File: src/rtl/mult_pkg.sv
// Shared types for the sequential Booth multiplier: FSM states, Booth op codes, widths.
// Purely declarative; no logic or timing of its own.
package mult_pkg;

  localparam int WIDTH = 32;
  localparam int ITERS = 32;

  typedef enum logic [1:0] {
    IDLE = 2'd0,
    RUN  = 2'd1,
    DONE = 2'd2
  } state_t;

  typedef enum logic [1:0] {
    OP_NOP = 2'd0,
    OP_ADD = 2'd1,
    OP_SUB = 2'd2
  } booth_op_t;

  // Radix-2 Booth recoding of {q0, q-1}
  function automatic booth_op_t booth_op(input logic [1:0] bits);
    case (bits)
      2'b01:   return OP_ADD;
      2'b10:   return OP_SUB;
      default: return OP_NOP;
    endcase
  endfunction

endpackage

File: src/rtl/booth_step_decode.sv
// Maps the two low product bits and the multiplicand to the shared adder's B operand and carry-in.
// Combinational, zero latency.
module booth_step_decode #(
  parameter int WIDTH = 32
) (
  input  logic [1:0]       p_lo,
  input  logic [WIDTH-1:0] m,
  output logic [WIDTH-1:0] add_b,
  output logic             add_cin
);

  import mult_pkg::*;

  booth_op_t op;

  assign op = booth_op(p_lo);

  // Subtraction is ~M plus carry-in, so the adder never needs a negator
  always_comb begin
    add_b   = '0;
    add_cin = 1'b0;
    case (op)
      OP_ADD: add_b = m;
      OP_SUB: begin
        add_b   = ~m;
        add_cin = 1'b1;
      end
      default: ;
    endcase
  end

endmodule

File: src/rtl/booth_mult_seq.sv
// Signed 32x32 radix-2 Booth multiplier driving an external shared adder, one add per cycle.
// Ready strobe 33 cycles after start; start is ignored while busy.
module booth_mult_seq #(
  parameter int WIDTH = 32,
  parameter int CNT_W = 6
) (
  input  logic             clock,
  input  logic             reset,
  input  logic             ctrl_MULT,
  input  logic [WIDTH-1:0] data_operandA,
  input  logic [WIDTH-1:0] data_operandB,
  output logic [WIDTH-1:0] add_a,
  output logic [WIDTH-1:0] add_b,
  output logic             add_cin,
  input  logic [WIDTH-1:0] add_sum,
  input  logic             add_overflow,
  output logic [WIDTH-1:0] data_result,
  output logic             data_exception,
  output logic             data_resultRDY,
  output logic             busy
);

  import mult_pkg::*;

  state_t             state;
  state_t             state_nx;
  logic [WIDTH-1:0]   m_q;
  logic [2*WIDTH:0]   p_q;
  logic [CNT_W-1:0]   cnt;
  logic [WIDTH-1:0]   dec_b;
  logic               dec_cin;
  logic               run;
  logic               start;
  logic               guard;

  assign run   = (state == RUN);
  assign start = ctrl_MULT && ((state == IDLE) || (state == DONE));
  assign busy  = run;

  booth_step_decode #(.WIDTH(WIDTH)) u_decode (
    .p_lo    (p_q[1:0]),
    .m       (m_q),
    .add_b   (dec_b),
    .add_cin (dec_cin)
  );

  // Adder inputs are forced to zero outside RUN so the shared adder sees no stray activity
  assign add_a   = run ? p_q[2*WIDTH:WIDTH+1] : '0;
  assign add_b   = run ? dec_b : '0;
  assign add_cin = run & dec_cin;

  // The 33rd sum bit: the 32-bit sign is wrong exactly when the adder overflowed
  assign guard = add_overflow ? ~add_sum[WIDTH-1] : add_sum[WIDTH-1];

  always_comb begin
    state_nx = state;
    case (state)
      IDLE:    if (ctrl_MULT) state_nx = RUN;
      RUN:     if (cnt == CNT_W'(ITERS - 1)) state_nx = DONE;
      DONE:    state_nx = ctrl_MULT ? RUN : IDLE;
      default: state_nx = IDLE;
    endcase
  end

  always_ff @(posedge clock) begin
    if (reset) begin
      state          <= IDLE;
      m_q            <= '0;
      p_q            <= '0;
      cnt            <= '0;
      data_result    <= '0;
      data_exception <= 1'b0;
      data_resultRDY <= 1'b0;
    end else begin
      state          <= state_nx;
      data_resultRDY <= (state == DONE);
      if (state == DONE) begin
        data_result    <= p_q[WIDTH:1];
        data_exception <= (p_q[2*WIDTH:WIDTH+1] != {WIDTH{p_q[WIDTH]}});
      end
      if (start) begin
        m_q <= data_operandA;
        p_q <= {{WIDTH{1'b0}}, data_operandB, 1'b0};
        cnt <= '0;
      end else if (run) begin
        p_q <= {guard, add_sum, p_q[WIDTH:1]};
        cnt <= cnt + 1'b1;
      end
    end
  end

endmodule
File: config.mk
export PLATFORM = sky130hd
export DESIGN_NAME = booth_mult_seq
export DESIGN_NICKNAME = d
export VERILOG_FILES = /design/src/rtl/mult_pkg.sv /design/src/rtl/booth_step_decode.sv /design/src/rtl/booth_mult_seq.sv
export SDC_FILE = /design/constraint.sdc
export NUM_CORES = 1
export LEC_CHECK = 0
export CAP_MARGIN = 25
export CORE_MARGIN = 5
export CORE_UTILIZATION = 45
export CTS_BUF_LIST = sky130_fd_sc_hd__clkbuf_4 sky130_fd_sc_hd__clkbuf_8
export DETAILED_ROUTE_END_ITERATION = 7
export PLACE_DENSITY_LB_ADDON = 0.2
export SLEW_MARGIN = 20
export SYNTH_ARGS = -nofsm -noshare
export SYNTH_HDL_FRONTEND = slang
export SYNTH_SLANG_ARGS = --single-unit
File: constraint.sdc
create_clock -name clock -period 1.8 [get_ports clock]
set_input_delay 0.36 -clock clock [delete_from_list [all_inputs] [get_ports clock]]
set_output_delay 0.36 -clock clock [all_outputs]
set_load 0.02 [all_outputs]
==> flow_summary.toml <==
[status]
status = "finished, violations left"
violations = "negative setup slack"

[die]
die_x_um = 123
chipHeight_um = 123
die_area_um2 = 15200
start_util = 0.459
fp.coreArea_um2 = 12600
num_rows = 41
boundaryPins = 200

[routing]
postRouteAntennaNets = 0
drc_errors = 0
drt-pass1-iter-count = 5
drt_iter0_drc = 360
wl_per_cell_um = 15.3
wirelength_mm = 17.9
routed-via-count = 6014
vias_per_cell = 5.14

[sta]
period_share = 1.05
slew_violations = 0
tightest_slew_ns = 0.426
fmax_ghz = 0.531
fin_worst_skew_ns = 0.00829
holdWs_ns = 0.276
setup_ws_ns = -0.0847
rsz0062_at_grt = "yes"
layout_min_cycle_time_ns = 1.88
finalHoldViolations = 0
setup_viol = 36
relSlewSlack = 0.715

[yosys]
synth_edf_count = 0
synth_area_leaders = "dfxtp_1, nand2_1, a21oi_1"
async_reset_ff_frac = 0
yosysTopAreaCell = "dfxtp_1"
syn_area_um2 = 5790
ys_seq_area_frac = 0.481
synth_top_flop_cell = "dfxtp_1"
synth.avg_cell_area_um2 = 7.33
ys_types = 27
synthCells = 790
ys_seq_elements = 139
yosysWarnings = 0
yosys.area.top_type_share = 0.481
synth_nets = 891

[critical_path]
startpoint_type = "register"
timing.rr.start = "state[1]"
cp.required_ns = 1.44
critPathKind = "reg2out"
reg2regPathDepth = 8
crit_path_end = "add_b[15]"
worstSetupStartpoint = "p_q[0]"
crit_path_max_fanout = 16
cp.arrival_ns = 1.52
rr_endpoint = "p_q[22]"
regToRegSetupSlack_ns = 0.20
cp-end-kind = "output port"

[placed_design]
place.gp.congestion = 0.777
dpl_cell_area_um2 = 8070
pre_cts_ws_ns = -0.148
dpl.hpwl_mm = 11.5
io_buffers = 199

[global_route]
grt_pass1_vias = 5805
grt_pass1_wl_mm = 28.6
grt.total_usage = 0.237
grt-ovfl-total = 0
grt_max_degree = 39
antenna_found_initial = 1

[pwr]
power.total_mw = 7.31
power.leakage_nw = 3.65
powerDensity_nw_per_um2 = 831
peakVddDrop_v = 0.000480

[cells_and_area]
area_growth_pct = 52.0
layout_commonest_cell = "nand2_1"
final_util = 0.697
final_cell_mix = "nand2_1, a21oi_1, dfxtp_1, clkdlybuf4s50_1, nor2_1"
final_area_um2 = 8800
fin_nets = 1087
drive_above_1_share = 0.186
num_antenna_cells = 0

[clock_network]
hold_buffers = 0
cts_tree = "built"
clock_latency_ns = 0.44
ctsLongestPathBuffers = 2
htreeDepth = 4
clk_pin_slew_ns = 0.08
numCtsBuffers = 17
cts_num_sinks = 139
clock_tree.root_cell = "clkbuf_8"

[worst_hold_path]
hp-class = "in2reg"

[flow_run]
drv_cap = 0
cells by family after synthesis:
family	share of synthesized area
buf+inv	0.0443
simple gates	0.275
compound gates	0.189
xor+xnor	0.00908
fa+ha+maj	0.00216
flops	0.481
power breakdown:
part | switching [mW] | total (mW) | internal (mW) | leakage (nW)
clock network | 1.18 | 2.93 | 1.75 | 0.227
registers | 0.113 | 3.32 | 3.20 | 1.13
logic | 0.526 | 1.07 | 0.540 | 2.28
worst max-delay path: stages, from the launching register on:
cell	delay, ns
dfxtp_2	0.35
nand2b_4	0.17
buf_12	0.16
nor2_1	0.05
a21oi_1	0.14
nor2_1	0.05
buf_2	0.15
layer usage:
layer	up-vias	part of all wire	GRT usage	wire, um
met4	2	0.024	0.0948	435
met5	-	0.0011	0	20
li1	3006	-	-	-
met3	32	0.068	0.0581	1220
met2	207	0.47	0.384	8480
met1	2767	0.43	0.303	7760
cell type report:
class,count,area (um2)
inverters,1,11.3
flip-flops and latches,139,2790
well taps,172,215
clock inverters,11,191
clock buffers,20,275
fillers,1085,3820
multi-input cells,587,2870
repair buffers,240,2450
cell usage after synthesis (2+ instances only):
| cell type | n |
|---|---|
| nor4_1 | 4 |
| nor3_1 | 8 |
| buf_1 | 12 |
| nand2_1 | 233 |
| nor2_1 | 80 |
| a22oi_1 | 32 |
| nand2b_1 | 5 |
| xor2_1 | 4 |
| dfxtp_1 | 139 |
| buf_2 | 13 |
| xnor2_1 | 2 |
| clkbuf_1 | 38 |
| a31oi_1 | 3 |
| nor2b_1 | 3 |
| a21oi_1 | 163 |
| nand4_1 | 7 |
| and2_1 | 31 |
| nand3_1 | 4 |
through the flow:
| step | setup TNS (ns) | std cells |
|---|---|---|
| 6_report | -1.63 | 1170 |
| 5_1_grt | -6.60 | 1170 |
| 4_1_cts | -2.64 | 1169 |
| 3_5_place_dp | -5.21 | 1128 |
| 3_3_place_gp | -4.02 | 1128 |
| 2_1_floorplan | 0 | 790 |
registers in the layout, summed over array words and instances, names as in the netlist:
signal	cells
p_q	65
data_result	32
m_q	32
cnt	6
state	2
data_exception	1
data_resultRDY	1
worst min path at each step:
stage	end	startpoint	slack, ns	depth (start not counted)
CTS	state[0]	reset	0.24	2
detailed placement	data_result[11]	data_result[11]	0.45	2
global placement	data_result[24]	data_result[24]	0.44	2
global route	state[0]	reset	0.26	2
floorplan	data_result[18]	p_q[19]	0.45	2
finish	state[0]	reset	0.28	2
what timing repair did:
action,4_1_cts,5_1_grt
cloned,4,1
pin swaps,1,4
buffers inserted,6,1
resized for setup,418,20
endpoints found under the setup margin,83,77
endpoints found under the hold margin,0,0
(Power assumes the default switching activity.)
